[src/rtl/seq_pkg.sv]
`default_nettype none
// ============================================================================
// Module   : seq_pkg
// Purpose  : Shared definitions for the stepped sequence blocks: FSM state
//            encodings and active-low 7-segment glyphs. Bit 7 of each glyph
//            is the decimal point and is held off (1).
// Revision : 1.0 - initial release
// ============================================================================
package seq_pkg;

    localparam logic [2:0] ST_IDLE = 3'b000;
    localparam logic [2:0] ST_SEND = 3'b001;
    localparam logic [2:0] ST_GAP  = 3'b011;
    localparam logic [2:0] ST_DONE = 3'b010;

    localparam logic [7:0] SEG_0     = 8'b1100_0000;
    localparam logic [7:0] SEG_1     = 8'b1111_1001;
    localparam logic [7:0] SEG_2     = 8'b1010_0100;
    localparam logic [7:0] SEG_3     = 8'b1011_0000;
    localparam logic [7:0] SEG_4     = 8'b1001_1001;
    localparam logic [7:0] SEG_5     = 8'b1001_0010;
    localparam logic [7:0] SEG_6     = 8'b1000_0010;
    localparam logic [7:0] SEG_7     = 8'b1111_1000;
    localparam logic [7:0] SEG_8     = 8'b1000_0000;
    localparam logic [7:0] SEG_9     = 8'b1001_1000;
    localparam logic [7:0] SEG_DASH  = 8'b1011_1111;
    localparam logic [7:0] SEG_BLANK = 8'b1111_1111;

    function automatic logic [7:0] seg_glyph(input logic [3:0] digit);
        case (digit)
            4'd0:    seg_glyph = SEG_0;
            4'd1:    seg_glyph = SEG_1;
            4'd2:    seg_glyph = SEG_2;
            4'd3:    seg_glyph = SEG_3;
            4'd4:    seg_glyph = SEG_4;
            4'd5:    seg_glyph = SEG_5;
            4'd6:    seg_glyph = SEG_6;
            4'd7:    seg_glyph = SEG_7;
            4'd8:    seg_glyph = SEG_8;
            4'd9:    seg_glyph = SEG_9;
            default: seg_glyph = SEG_BLANK;
        endcase
    endfunction

endpackage
`default_nettype wire

[src/rtl/key_step_sync.sv]
`default_nettype none
// ============================================================================
// Module   : key_step_sync
// Purpose  : Turns an asynchronous active-low pushbutton into a one-clock
//            step strobe on the press (1->0) edge. Release generates nothing.
// Ports    : clock    - system clock
//            reset    - asynchronous active-high reset (flops reset to 1)
//            key_n_i  - raw active-low key
//            step_o   - one-clock strobe, 2-3 clocks after the press
// Revision : 1.0 - initial release
// ============================================================================
module key_step_sync (
    input  logic clock,
    input  logic reset,
    input  logic key_n_i,
    output logic step_o
);

    logic sync1_q;
    logic sync2_q;
    logic sync3_q;
    logic level_q;

    // sync1/sync2 form the metastability synchronizer. level_q only follows
    // the synchronized key once two consecutive samples agree, so a bounce
    // lasting a single clock (either polarity) never produces a new edge.
    always_ff @(posedge clock or posedge reset) begin
        if (reset) begin
            sync1_q <= 1'b1;
            sync2_q <= 1'b1;
            sync3_q <= 1'b1;
            level_q <= 1'b1;
        end else begin
            sync1_q <= key_n_i;
            sync2_q <= sync1_q;
            sync3_q <= sync2_q;
            if (sync2_q == sync3_q) begin
                level_q <= sync2_q;
            end
        end
    end

    assign step_o = level_q & ~sync2_q & ~sync3_q;

endmodule
`default_nettype wire

[src/rtl/seq_pattern_tx.sv]
`default_nettype none
// ============================================================================
// Module   : seq_pattern_tx
// Purpose  : Stepped serial pattern transmitter. Sends a 1..PAT_W-bit pattern
//            MSB first, one bit per key1 press, with repeated frames separated
//            by an idle gap step, abort, and 7-segment status digits.
// Ports    : clock, reset (async, active-high), key1 (active-low step key),
//            start, abort, pattern, length, repeats (latched on start);
//            serial_out, bit_valid, busy, done, frames_sent, current_state,
//            DISP0 (glyph of serial_out), DISP1 (frames_sent digit or dash)
// Revision : 1.0 - initial release
// ============================================================================
module seq_pattern_tx
    import seq_pkg::*;
#(
    parameter int PAT_W = 8,
    parameter int LEN_W = 4,
    parameter int CNT_W = 6
) (
    input  logic             clock,
    input  logic             reset,
    input  logic             key1,
    input  logic             start,
    input  logic             abort,
    input  logic [PAT_W-1:0] pattern,
    input  logic [LEN_W-1:0] length,
    input  logic [3:0]       repeats,
    output logic             serial_out,
    output logic             bit_valid,
    output logic             busy,
    output logic             done,
    output logic [CNT_W-1:0] frames_sent,
    output logic [2:0]       current_state,
    output logic [7:0]       DISP0,
    output logic [7:0]       DISP1
);

    localparam logic [LEN_W-1:0] PAT_LEN = LEN_W'(PAT_W);

    logic [2:0]       state_q,   state_d;
    logic [PAT_W-1:0] pat_q,     pat_d;
    logic [PAT_W-1:0] shreg_q,   shreg_d;
    logic [LEN_W-1:0] len_q,     len_d;
    logic [LEN_W-1:0] bit_idx_q, bit_idx_d;
    logic [3:0]       reps_q,    reps_d;
    logic [CNT_W-1:0] frames_q,  frames_d;

    logic             w_step;
    logic [LEN_W-1:0] w_eff_len;

    key_step_sync u_key_step_sync (
        .clock   (clock),
        .reset   (reset),
        .key_n_i (key1),
        .step_o  (w_step)
    );

    assign w_eff_len = ((length == '0) || (length > PAT_LEN)) ? PAT_LEN : length;

    // State and datapath registers
    always_ff @(posedge clock or posedge reset) begin
        if (reset) begin
            state_q   <= ST_IDLE;
            pat_q     <= '0;
            shreg_q   <= '1;
            len_q     <= PAT_LEN;
            bit_idx_q <= '0;
            reps_q    <= 4'd1;
            frames_q  <= '0;
        end else begin
            state_q   <= state_d;
            pat_q     <= pat_d;
            shreg_q   <= shreg_d;
            len_q     <= len_d;
            bit_idx_q <= bit_idx_d;
            reps_q    <= reps_d;
            frames_q  <= frames_d;
        end
    end

    // Next state. The shift register's MSB is always the bit on the line
    // during SEND, so advancing a bit is a left shift.
    always_comb begin
        state_d   = state_q;
        pat_d     = pat_q;
        shreg_d   = shreg_q;
        len_d     = len_q;
        bit_idx_d = bit_idx_q;
        reps_d    = reps_q;
        frames_d  = frames_q;
        case (state_q)
            ST_IDLE: begin
                if (start && !abort) begin
                    pat_d     = pattern;
                    shreg_d   = pattern;
                    len_d     = w_eff_len;
                    bit_idx_d = w_eff_len - LEN_W'(1);
                    reps_d    = (repeats == 4'd0) ? 4'd1 : repeats;
                    state_d   = ST_SEND;
                end
            end
            ST_SEND: begin
                if (abort) begin
                    state_d = ST_IDLE;
                end else if (w_step) begin
                    if (bit_idx_q != '0) begin
                        bit_idx_d = bit_idx_q - LEN_W'(1);
                        shreg_d   = {shreg_q[PAT_W-2:0], 1'b1};
                    end else begin
                        frames_d = frames_q + CNT_W'(1);
                        if (reps_q > 4'd1) begin
                            reps_d  = reps_q - 4'd1;
                            state_d = ST_GAP;
                        end else begin
                            state_d = ST_DONE;
                        end
                    end
                end
            end
            ST_GAP: begin
                if (abort) begin
                    state_d = ST_IDLE;
                end else if (w_step) begin
                    shreg_d   = pat_q;
                    bit_idx_d = len_q - LEN_W'(1);
                    state_d   = ST_SEND;
                end
            end
            ST_DONE: begin
                state_d = ST_IDLE;
            end
            default: begin
                state_d = ST_IDLE;
            end
        endcase
    end

    // Outputs, decoded from registered state only
    always_comb begin
        serial_out = 1'b1;
        bit_valid  = 1'b0;
        busy       = (state_q != ST_IDLE);
        done       = (state_q == ST_DONE);
        if (state_q == ST_SEND) begin
            serial_out = shreg_q[PAT_W-1];
            bit_valid  = 1'b1;
        end
        DISP0 = serial_out ? SEG_1 : SEG_0;
        DISP1 = (frames_q < CNT_W'(10)) ? seg_glyph(4'(frames_q)) : SEG_DASH;
    end

    assign frames_sent   = frames_q;
    assign current_state = state_q;

endmodule
`default_nettype wire

[config.mk]
export PLATFORM = sky130hd
export DESIGN_NAME = seq_pattern_tx
export DESIGN_NICKNAME = d
export VERILOG_FILES = /design/src/rtl/seq_pkg.sv /design/src/rtl/key_step_sync.sv /design/src/rtl/seq_pattern_tx.sv
export SDC_FILE = /design/constraint.sdc
export NUM_CORES = 1
export LEC_CHECK = 0
export CORE_ASPECT_RATIO = 0.8
export CORE_UTILIZATION = 45
export DETAILED_ROUTE_END_ITERATION = 16
export PLACE_DENSITY = 0.79
export RECOVER_POWER = 50
export SLEW_MARGIN = 25
export SYNTH_ARGS = -nofsm -noshare
export SYNTH_HDL_FRONTEND = slang
export SYNTH_SLANG_ARGS = --single-unit
[constraint.sdc]
create_clock -name clock -period 5.3 [get_ports clock]
set_input_delay 1.06 -clock clock [delete_from_list [all_inputs] [get_ports clock]]
set_output_delay 1.06 -clock clock [all_outputs]
set_load 0.03 [all_outputs]
# After elaboration in Yosys (flattened, before gate mapping)
# Memories as Yosys holds them, arrays and structs flattened.
# Cells that the tools add are included.
# Widths: inputs -> output; s select.
# classes
addsub,5
mul,0
div_mod_pow,0
magnitude_cmp,3
n_eq_ne,15
n_shift,0
mux,34
n_bitwise,6
reduce_logical,15
# op_table
op,n
$mux 8,7
$mux 4,13
$pmux 8 s3,1
$mux 3,6
$sub 4x1->4 const B,4
$ne 2x2->1 const B,6
$pmux 4 s3,1
$pmux 3 s3,1
$logic_not 4->1,2
$pmux 4 s2,1
$reduce_and 4->1,2
$reduce_and 7->1,1
$add 6x1->6 const B,1
$eq 3x2->1 const B,2
$lt 6x4->1 const B,1
$mux 6,1
$ne 3x2->1 const B,2
$reduce_and 6->1,1
$reduce_bool 3->1,2
$gt 4x1->1 const B,1
$gt 4x4->1 const B,1
$ne 2x1->1 const B,2
$not 1->1,4
$reduce_bool 4->1,1
11 further kinds,14
# totals
regBits,41
latchBits,0
ramBits,0
mem_bits_ro,112
output_inout_bits,29
n_memories,1
# memory_table
name,depth,word_bits,read_ports,rd_clocked_by_memory_dff,write_ports,line,text
(no name shown),16,7,1,0,0,seq_pkg.sv:30,case (digit)

# Depth between registers and ports, before layout
# Gate-level depths: netlist of the first run.
# depth
depth_word,6
depth_mapped,7
mapped_depth_nobuf,6

# By module
# A second synthesis of the first run with hierarchy kept.
# hier_totals
cells_unflattened,246
hier_area_um2,2292.2
# by_module_without_submodules
mod,n_inst,cells_each,area_each_um2,seq_area_each_um2
seq_pattern_tx,1,239,2164.6,913.4
key_step_sync,1,7,127.6,105.1

# Worst setup path before layout of the first run
# Ideal clock, no wire load.
# synth_timing
kind,register to output
start,"reg frames_q[2], in the netlist frames_sent[2]"
end,out DISP1[6]
arrival_time_ns,1.890
required_ns,4.240
setup_slack_ns,2.350
path_stages_with_launch,4
path_cell_list,dfrtp_1 -> clkbuf_1 -> a21oi_1 -> nor4_1
# synth_between
elab_chain_len,2
# synth_lines
item,line,text
"start, declared",seq_pattern_tx.sv:46,"logic [CNT_W-1:0] frames_q, frames_d;"
"start signal, assigned",seq_pattern_tx.sv:77,frames_q <= frames_d;
$mem_v2 16x7 / $lt 6x4->1 (equally long branches),n/a,
$mux 8 *,seq_pattern_tx.sv:149,DISP1 = (frames_q < CNT_W'(10)) ? seg_glyph(4'(frames_q)) : SEG_DASH;
"end, declared",seq_pattern_tx.sv:35,output logic [7:0] DISP1
# Mark *: on every way between the ends. The rest lies on a longest branch, timed or not.

# Final worst setup path of the first run
# layout_timing
start,"reg state_q[1], in the netlist current_state[1]"
end,out DISP0[0]
# layout_between
elab_chain_len,3
# layout_lines
item,line,text
"start, declared",seq_pattern_tx.sv:40,"logic [2:0] state_q, state_d;"
"start signal, assigned",seq_pattern_tx.sv:71,state_q <= state_d;
$eq 3x1->1,seq_pattern_tx.sv:144,if (state_q == ST_SEND) begin
$mux 1,seq_pattern_tx.sv:144,
$mux 6,seq_pattern_tx.sv:148,DISP0 = serial_out ? SEG_1 : SEG_0;
"end, declared",seq_pattern_tx.sv:34,"output logic [7:0] DISP0,"
# Every way passes these cells.

==> flow_summary.yaml, run 1 <==
status:
  outcome: "complete, but fails checks"
  violations: "capacitance limit, slew limit"
clocking:
  cts_inserted_buffers: 5
  h-tree-depth: 2
  cts_tree: "done"
  cts.sinks: 40
  holdBufCountCts: 0
  clk_pin_slew_ns: 0.08
  post_cts_resized: 0
  clock_tree.buffer_depth: 2
  clockRootBuffer: "clkbuf_8"
  post-cts-setup-buffers: 0
  clk-insertion-delay-late_ns: 0.29
worst_setup_path:
  crit_family: "flip-flops"
  critPathRequiredTime_ns: 4.24
  timing.critical_path.slowest_cell_delay_ns: 0.89
  path_depth: 4
  reg2reg_slack_ns: 2.07
  regToRegEndpoint: "reps_q[0]"
  crit_chain: "nand2b_1 -> inv_1 -> nand2b_1 -> clkdlybuf4s50_1"
  crit_arrival_ns: 2.61
  crit_path_end_kind: "output port"
  r2r-start: "current_state[0]"
  path_buf_inv: 2
  worst_path_most_repeated_cell: "nand2b_1"
  crit_fanout: 21
  crit_type: "flop to output port"
  ff2ff_path_depth: 5
  startpoint: "current_state[1]"
  cp-start-kind: "flop"
  crit_path_top_delay_cell: "dfrtp_1"
  setup.worst_path.end: "DISP0[0]"
logic_synthesis:
  synth-seq-area-share_pct: 44.36
  async_flop_share_pct: 100.0
  synth_area_leaders: "dfrtp_1 (28%), dfstp_2 (16%), mux2_1 (8.3%)"
  synth.most_common_cell: "dfrtp_1"
  synthesis.area_sq_mm: 0.002296
  synth_area_leader_cell: "dfrtp_1"
  synth-seq-cells: 40
  synth_cells: 227
  synth_cell_types: 44
  synth_top_area_share_pct: 28.34
  synth-edff-count: 0
  syn_avg_cell_area_sq_um: 10.11
  synth_ff_type: "dfrtp_1"
  yosysWarnings: 0
  synth_top_cells_by_count: "dfrtp_1 (26), nor2_1 (24), a21oi_1 (20)"
sta:
  slew_headroom_pct: -38.80
  worst-slew-pin-transition_ns: 2.082
  tns_ns: 0
  max_freq_ghz: 0.2725
  skew_ns: 0.009138
  setup_violations: 0
  finalCriticalPeriod_ns: 3.670
  rsz0062_at_grt: "no"
  finalMaxSlewViolations: 41
  fin_ws_ns: 1.630
  hold_viol: 0
  timing.final.crit_share_pct: 69.25
global_routing:
  grt.overflow.total: 0
  grt_max_degree: 41
  antenna_found_initial: 0
  grt_pass1_vias: 1665
  grt_pass1_wl_mm: 7.479
  track_usage_pct: 18.36
floorplan:
  fp.coreArea_sq_mm: 0.004735
  die_w_um: 81.86
  start_util_pct: 48.49
  dieHeight_um: 65.89
  io_pins: 50
  dieArea_sq_mm: 0.005394
  core.rowCount: 22
routing:
  via_per_inst: 5.231
  wl_per_cell_um: 13.50
  antenna_left: 0
  drt-initial-drc-count: 95
  drc_errors: 0
  dr.pass1.iters: 4
  routed_wl_mm: 4.332
  num_vias: 1679
cells_and_area:
  insertedDiodeCount: 0
  drive_gt1_share_pct: 11.49
  area_delta_synth_final_pct: 21.53
  fin_nets: 289
  fillers: 432
pwr:
  p_leak_nw: 1.149
  swShare_pct: 29.47
  power_frac_comb_pct: 24.4
  clkPwrFrac_pct: 29.0
  power.switching_uw: 265.2
  p_seq_share_pct: 46.7
  power.density_mw_per_mm2: 322.6
  internal_power_uw: 634.8
  ir_worst_vdd_v: 0.0002025
job:
  maxCapViolCount: 1
placed_design:
  gp_congestion: 0.8226
  dp_slack_ns: 1.890
  port_buffers: 43
  dp_hpwl_mm: 3.045
min_path:
  hold_path_class: "flop to flop"
final cells by class:
cell class	instances	area (sq um)	area share [%]
clock buffer	6	82.58	2.960
clock inverter	2	38.79	1.390
inverter	7	26.28	0.9417
multi-input combinational	162	1115	39.96
sequential	40	1018	36.50
tap	60	75.07	2.691
timing repair buffer	44	434.2	15.56
logic make-up (layout without fill, tap and decap cells):
group / Yosys count / after routing / synth area share [%]
compound gates: 40 / 40 / 10.46
xor+xnor: 7 / 7 / 2.670
fa+ha+maj: 9 / 9 / 4.796
buf+inv: 29 / 59 / 7.085
flops: 40 / 40 / 44.36
mux: 30 / 30 / 14.11
other cells: 2 / 6 / 0.3271
simple gates: 70 / 70 / 16.19
power groups by stage:
stage / sequential (mW) / clock [mW] / combinational, mW
floorplan: 0.412 / 0 / 0.167
finish: 0.420 / 0.261 / 0.219
global route: 0.429 / 0.280 / 0.244
CTS: 0.420 / 0.268 / 0.224
global placement: 0.422 / 0 / 0.214
detailed placement: 0.426 / 0 / 0.221
stage by stage:
step	area, sq um	utilization (%)	cells	total power, mW	hold slack, ns
3_5_place_dp	2688	56.77	313	0.6465	0.3495
2_1_floorplan	2311	-	231	0.5787	0.3452
3_3_place_gp	2688	56.77	313	0.6360	0.3458
5_1_grt	2790	58.93	321	0.9532	0.3732
4_1_cts	2809	59.33	321	0.9114	0.3618
6_report	2790	58.93	321	0.9000	0.3650
layout by cell type, fill, tap and decap left out, types with 5 or more instances in the layout:
| cell type | n |
|---|---|
| clkdlybuf4s50_1 | 37 |
| nor3_1 | 7 |
| clkbuf_8 | 6 |
| conb_1 | 6 |
| dfstp_2 | 13 |
| dlygate4sd3_1 | 6 |
| nor2b_1 | 5 |
| o21ai_1 | 7 |
| inv_1 | 7 |
| xnor2_1 | 6 |
| ha_1 | 8 |
| nor2_1 | 24 |
| a21oi_1 | 20 |
| o21ai_0 | 5 |
| nand2b_1 | 5 |
| nand2_1 | 16 |
| mux2i_1 | 11 |
| mux2_1 | 17 |
| dfrtp_1 | 26 |
how the worst min path moves through the flow:
stage / start / end / slack [ns] / cells past startpoint
after floorplan: u_key_step_sync.sync1_q / u_key_step_sync.sync2_q / 0.35 / 0
after global placement: u_key_step_sync.sync1_q / u_key_step_sync.sync2_q / 0.35 / 0
after detailed placement: u_key_step_sync.sync1_q / u_key_step_sync.sync2_q / 0.35 / 0
after CTS: u_key_step_sync.sync1_q / u_key_step_sync.sync2_q / 0.36 / 0
after global routing: u_key_step_sync.sync1_q / u_key_step_sync.sync2_q / 0.37 / 0
final: u_key_step_sync.sync1_q / u_key_step_sync.sync2_q / 0.36 / 0
worst reg2reg max path: stages (launching register included):
cell and delay [ns]:
dfrtp_1 0.93, nand2b_1 0.38, nor4_1 1.13, a21boi_2 0.33, nor4_2 0.32, a211oi_1 0.07
flip-flops by register name, indices dropped and copies added, names as in the netlist:
signal / flops
pat_q: 8
shreg_q: 8
frames_sent: 6
bit_idx_q: 4
len_q: 4
reps_q: 4
current_state: 2
u_key_step_sync.level_q: 1
u_key_step_sync.sync1_q: 1
u_key_step_sync.sync2_q: 1
u_key_step_sync.sync3_q: 1
per-layer routing:
| metal | global-route usage, % | part of all wire (%) | vias to the layer above |
|---|---|---|---|
| li1 | - | - | 827 |
| met1 | 24.43 | 49 | 810 |
| met2 | 29.34 | 46 | 37 |
| met3 | 4.414 | 4.1 | 5 |
| met4 | 5.702 | 0.92 | 0 |
| met5 | 0 | 0 | - |
Note: power is estimated with default switching activity, not from simulation.
==> inputs of run 2 (changes only) <==
clock period = 3.44 ns   (was 5.3 ns; I/O delays follow)
==> run 2 against run 1 <==
  * The flow still finishes with violations (capacitance limit, slew limit)
  * First-iteration DRC count is 29% lower
  * Global-route usage is 0.73 points lower
  * Clock skew hardly changed
  * Critical endpoint is now DISP1[0]
  * Largest power group unchanged
==> flow_summary.yaml, run 2 (synthesis results as in run 1) <==
floorplan:
  start_util_pct: 48.49
  die_w_um: 81.86
  dieHeight_um: 65.89
  fp.coreArea_sq_mm: 0.004735
  dieArea_sq_mm: 0.005394
  core.rowCount: 22
  io_pins: 50
worst_setup_path:
  crit_type: "flop to output port"
  timing.critical_path.slowest_cell_delay_ns: 0.62
  critPathRequiredTime_ns: 2.75
  crit_path_end_kind: "output port"
  cp-start-kind: "flop"
  crit_path_top_delay_cell: "clkdlybuf4s50_1"
  crit_chain: "nor2_1 -> nor2b_1 -> nor3_1 -> o21ai_0 -> clkdlybuf4s50_1"
  crit_arrival_ns: 2.25
  crit_fanout: 15
routing:
  antenna_left: 0
  routed_wl_mm: 4.183
  wl_per_cell_um: 12.91
  num_vias: 1623
  dr.pass1.iters: 4
  drt-initial-drc-count: 67
  via_per_inst: 5.009
  drc_errors: 0
clocking:
  cts_inserted_buffers: 5
  post_cts_resized: 0
  post-cts-setup-buffers: 0
  clock_tree.buffer_depth: 2
  clk_pin_slew_ns: 0.08
  h-tree-depth: 2
  clockRootBuffer: "clkbuf_8"
  cts_tree: "done"
  cts.sinks: 40
  clk-insertion-delay-late_ns: 0.29
  holdBufCountCts: 0
pwr:
  report.power.total_mw: 1.385
  p_leak_nw: 1.157
  ir_worst_vdd_v: 0.0003056
  power.density_mw_per_mm2: 492.5
sta:
  finalCriticalPeriod_ns: 2.940
  worst-slew-pin-transition_ns: 2.108
  finalMaxSlewViolations: 41
  tns_ns: 0
  skew_ns: 0.008899
  max_freq_ghz: 0.3401
  timing.final.crit_share_pct: 85.47
  rsz0062_at_grt: "no"
  hold_viol: 0
  slew_headroom_pct: -40.52
  setup_violations: 0
global_routing:
  track_usage_pct: 17.63
  grt.overflow.total: 0
  grt_pass1_wl_mm: 7.162
  grt_pass1_vias: 1538
  grt_max_degree: 41
  antenna_found_initial: 0
cells_and_area:
  drive_gt1_share_pct: 12.50
  fin_util_pct: 59.41
  fin_nets: 292
  area_delta_synth_final_pct: 22.51
  layout_common_cells: "clkdlybuf4s50_1 (41), dfrtp_1 (26), nor2_1 (24)"
  design_area_sq_mm: 0.002813
  insertedDiodeCount: 0
  final_common_cell: "clkdlybuf4s50_1"
placed_design:
  dp_hpwl_mm: 3.004
  gp_congestion: 0.8665
  place_area_sq_mm: 0.002710
  port_buffers: 43
status:
  outcome: "complete, but fails checks"
  violations: "capacitance limit, slew limit"
job:
  maxCapViolCount: 1
min_path:
  hold_path_class: "flop to flop"
## run 2: cell count changes in the layout (fill, tap and decap cells not counted)
cell and delta:
clkdlybuf4s50_1 +4, dlygate4sd3_1 -4, buf_4 +3, o21ai_0 +2, o21ai_1 -2
## run 2: report_power, final
part	internal, mW	switching [mW]	total, mW
Clock	0.237	0.166	0.403
Combinational	0.161	0.182	0.342
Sequential	0.581	0.0587	0.640
## run 2: cell type report
class	instances	area [sq um]
sequential	40	1018
tap	60	75.07
clock inverter	2	38.79
fill	427	1922
inverter	7	26.28
timing repair buffer	47	456.7
multi-input combinational	162	1115
clock buffer	6	82.58
## run 2: critical path, delay by kind of cell (launching register included)
kind            cells  cell delay, ns
simple gates        3            0.63
compound gates      1            0.17
flops               1            0.54
buf+inv             1            0.62
## run 2: worst paths after layout
check,slack [ns],startpoint,to,cells after the start
max,0.50,frames_sent[2],DISP1[0],5
min,0.36,u_key_step_sync.sync1_q,u_key_step_sync.sync2_q,0
max reg2reg,0.58,u_key_step_sync.level_q,reps_q[0],5
min reg2reg,0.36,u_key_step_sync.sync1_q,u_key_step_sync.sync2_q,0
max in group asynchronous,0.63,reset,reps_q[3],3
min in group asynchronous,1.60,reset,pat_q[5],3
## run 2: stage by stage
stage	worst slack, ns	instances	hold slack, ns
after floorplan	0.8624	231	0.3452
after global placement	0.8240	316	0.3458
after detailed placement	0.8168	316	0.3495
after CTS	0.4939	324	0.3620
after global routing	0.1397	324	0.3730
final	0.4999	324	0.3648
## run 2: layer usage
layer / vias to the layer above / share of wire, % / GRT usage [%]
met5: - / 0 / 0
met4: 0 / 0.60 / 4.825
met3: 5 / 3.8 / 4.138
met2: 36 / 44 / 28.10
met1: 750 / 51 / 23.78
li1: 832 / - / -
==> inputs of run 3 (changes only) <==
ABC_CLOCK_PERIOD_IN_PS = 3440   (was not set)
CORE_UTILIZATION = 30   (was 45)
PLACE_DENSITY = 0.59   (was 0.79)
==> run 3 against run 2 <==
  * The flow still finishes with violations (capacitance limit, slew limit)
  * Sequential share of layout area down 0.21 points
  * Hold slack worse by 0.00055 ns
  * Setup slack worse by 0.089 ns
  * Combinational power about the same
  * Non-clock buffer count unchanged
  * Sequential power is essentially flat
  * First-iteration DRC count is 7.5% higher
  * Routed wire length up 3.9%
  * Die area is 48% higher
  * Critical path type unchanged
==> flow_summary.yaml, run 3 (synthesis results as in run 1) <==
status:
  outcome: "complete, but fails checks"
  violations: "capacitance limit, slew limit"
global_routing:
  antenna_found_initial: 0
  grt_pass1_wl_mm: 7.631
  grt_max_degree: 41
  track_usage_pct: 12.16
  grt_pass1_vias: 1612
  grt.overflow.total: 0
sta:
  finalCriticalPeriod_ns: 3.029
  timing.final.crit_share_pct: 88.04
  tns_ns: 0
  fin_ws_ns: 0.4113
  setup_violations: 0
  finalMaxSlewViolations: 41
  skew_ns: 0.006656
  slew_headroom_pct: -44.22
  worst-slew-pin-transition_ns: 2.163
  hold_viol: 0
  rsz0062_at_grt: "no"
  max_freq_ghz: 0.3302
routing:
  antenna_left: 0
  via_per_inst: 4.374
  dr.pass1.iters: 6
  drt-initial-drc-count: 72
  wl_per_cell_um: 11.78
  routed_wl_mm: 4.346
  drc_errors: 0
  num_vias: 1614
worst_setup_path:
  critPathRequiredTime_ns: 2.75
  reg2reg_slack_ns: 0.63
  cp-start-kind: "flop"
  crit_path_end_kind: "output port"
  crit_chain: "nor2_1 -> nor2b_1 -> nor3_1 -> o21ai_0 -> clkdlybuf4s50_1"
  crit_fanout: 15
  crit_arrival_ns: 2.34
  crit_type: "flop to output port"
  timing.critical_path.slowest_cell_delay_ns: 0.63
  crit_path_top_delay_cell: "clkdlybuf4s50_1"
cells_and_area:
  layout_common_cells: "clkdlybuf4s50_1 (41), dfrtp_1 (26), nor2_1 (24)"
  area_delta_synth_final_pct: 23.22
  drive_gt1_share_pct: 11.74
  insertedDiodeCount: 0
  final_common_cell: "clkdlybuf4s50_1"
  fin_nets: 292
  fin_util_pct: 38.27
  fillers: 751
  multi_input_area_sq_mm: 0.001115
  ff_latch_area_sq_mm: 0.001018
clocking:
  clk_pin_slew_ns: 0.08
  post_cts_resized: 0
  holdBufCountCts: 0
  cts_tree: "done"
  clk-insertion-delay-late_ns: 0.29
  cts_inserted_buffers: 5
  clock_tree.buffer_depth: 2
  cts.sinks: 40
  post-cts-setup-buffers: 0
  h-tree-depth: 2
  clockRootBuffer: "clkbuf_8"
floorplan:
  dieArea_sq_mm: 0.008009
  dieHeight_um: 80.25
  core.rowCount: 28
  io_pins: 50
  die_w_um: 99.81
  start_util_pct: 31.06
  fp.coreArea_sq_mm: 0.007392
min_path:
  hold_path_class: "flop to flop"
pwr:
  p_leak_nw: 1.138
  report.power.total_mw: 1.279
  ir_worst_vdd_v: 0.0001999
  power.density_mw_per_mm2: 452.2
placed_design:
  dp_slack_ns: 0.7140
  gp_congestion: 0.7612
  port_buffers: 43
  dp_hpwl_mm: 3.153
job:
  maxCapViolCount: 1
==> run 3: cell types whose count changed in the layout (fill, tap and decap cells not counted), sizes merged <==
cell	previous run	this run
bufinv	1	0
clkbuf	7	8
==> run 3: final cells by class <==
cell class,instances,share of cell area (%)
clock inverter,1,0.1769
inverter,7,0.9288
tap,105,4.644
clock buffer,7,2.698
sequential,40,36.00
timing repair buffer,47,16.14
multi-input combinational,162,39.41
==> run 3: report_power, final <==
part           switching, mW  total, mW  leakage, nW  internal, mW
clock network          0.158      0.300       0.0422         0.142
registers             0.0558      0.637        0.465         0.581
logic                  0.181      0.342        0.630         0.161
==> run 3: worst paths after layout <==
path / to / start / cells after the start
max: DISP1[5] / frames_sent[2] / 5
min: u_key_step_sync.sync2_q / u_key_step_sync.sync1_q / 0
max reg2reg: reps_q[0] / u_key_step_sync.level_q / 5
min reg2reg: u_key_step_sync.sync2_q / u_key_step_sync.sync1_q / 0
max in group asynchronous: pat_q[6] / reset / 3
min in group asynchronous: pat_q[5] / reset / 3
==> run 3: routing by layer <==
| metal | up-vias | track usage [%] | routed length [um] |
|---|---|---|---|
| li1 | 830 | - | - |
| met1 | 750 | 16.54 | 2285 |
| met2 | 30 | 18.90 | 1858 |
| met3 | 4 | 2.959 | 170 |
| met4 | 0 | 3.971 | 31 |
| met5 | - | 0 | 0 |
==> run 3: critical path: cells and delay by family (launching register included) <==
family	cells	cell delay, ns
AND/OR/NAND/NOR	3	0.69
AO/OA/AOI/OAI	1	0.20
buffers and inverters	1	0.63
flip-flops	1	0.54
==> run 3: per-stage QoR <==
stage / hold slack, ns / instance area [sq um] / instances
after floorplan: 0.3452 / 2311 / 231
after global placement: 0.3473 / 2766 / 361
after detailed placement: 0.3484 / 2766 / 361
after CTS: 0.3603 / 2848 / 369
after global routing: 0.3730 / 2829 / 369
final: 0.3643 / 2829 / 369
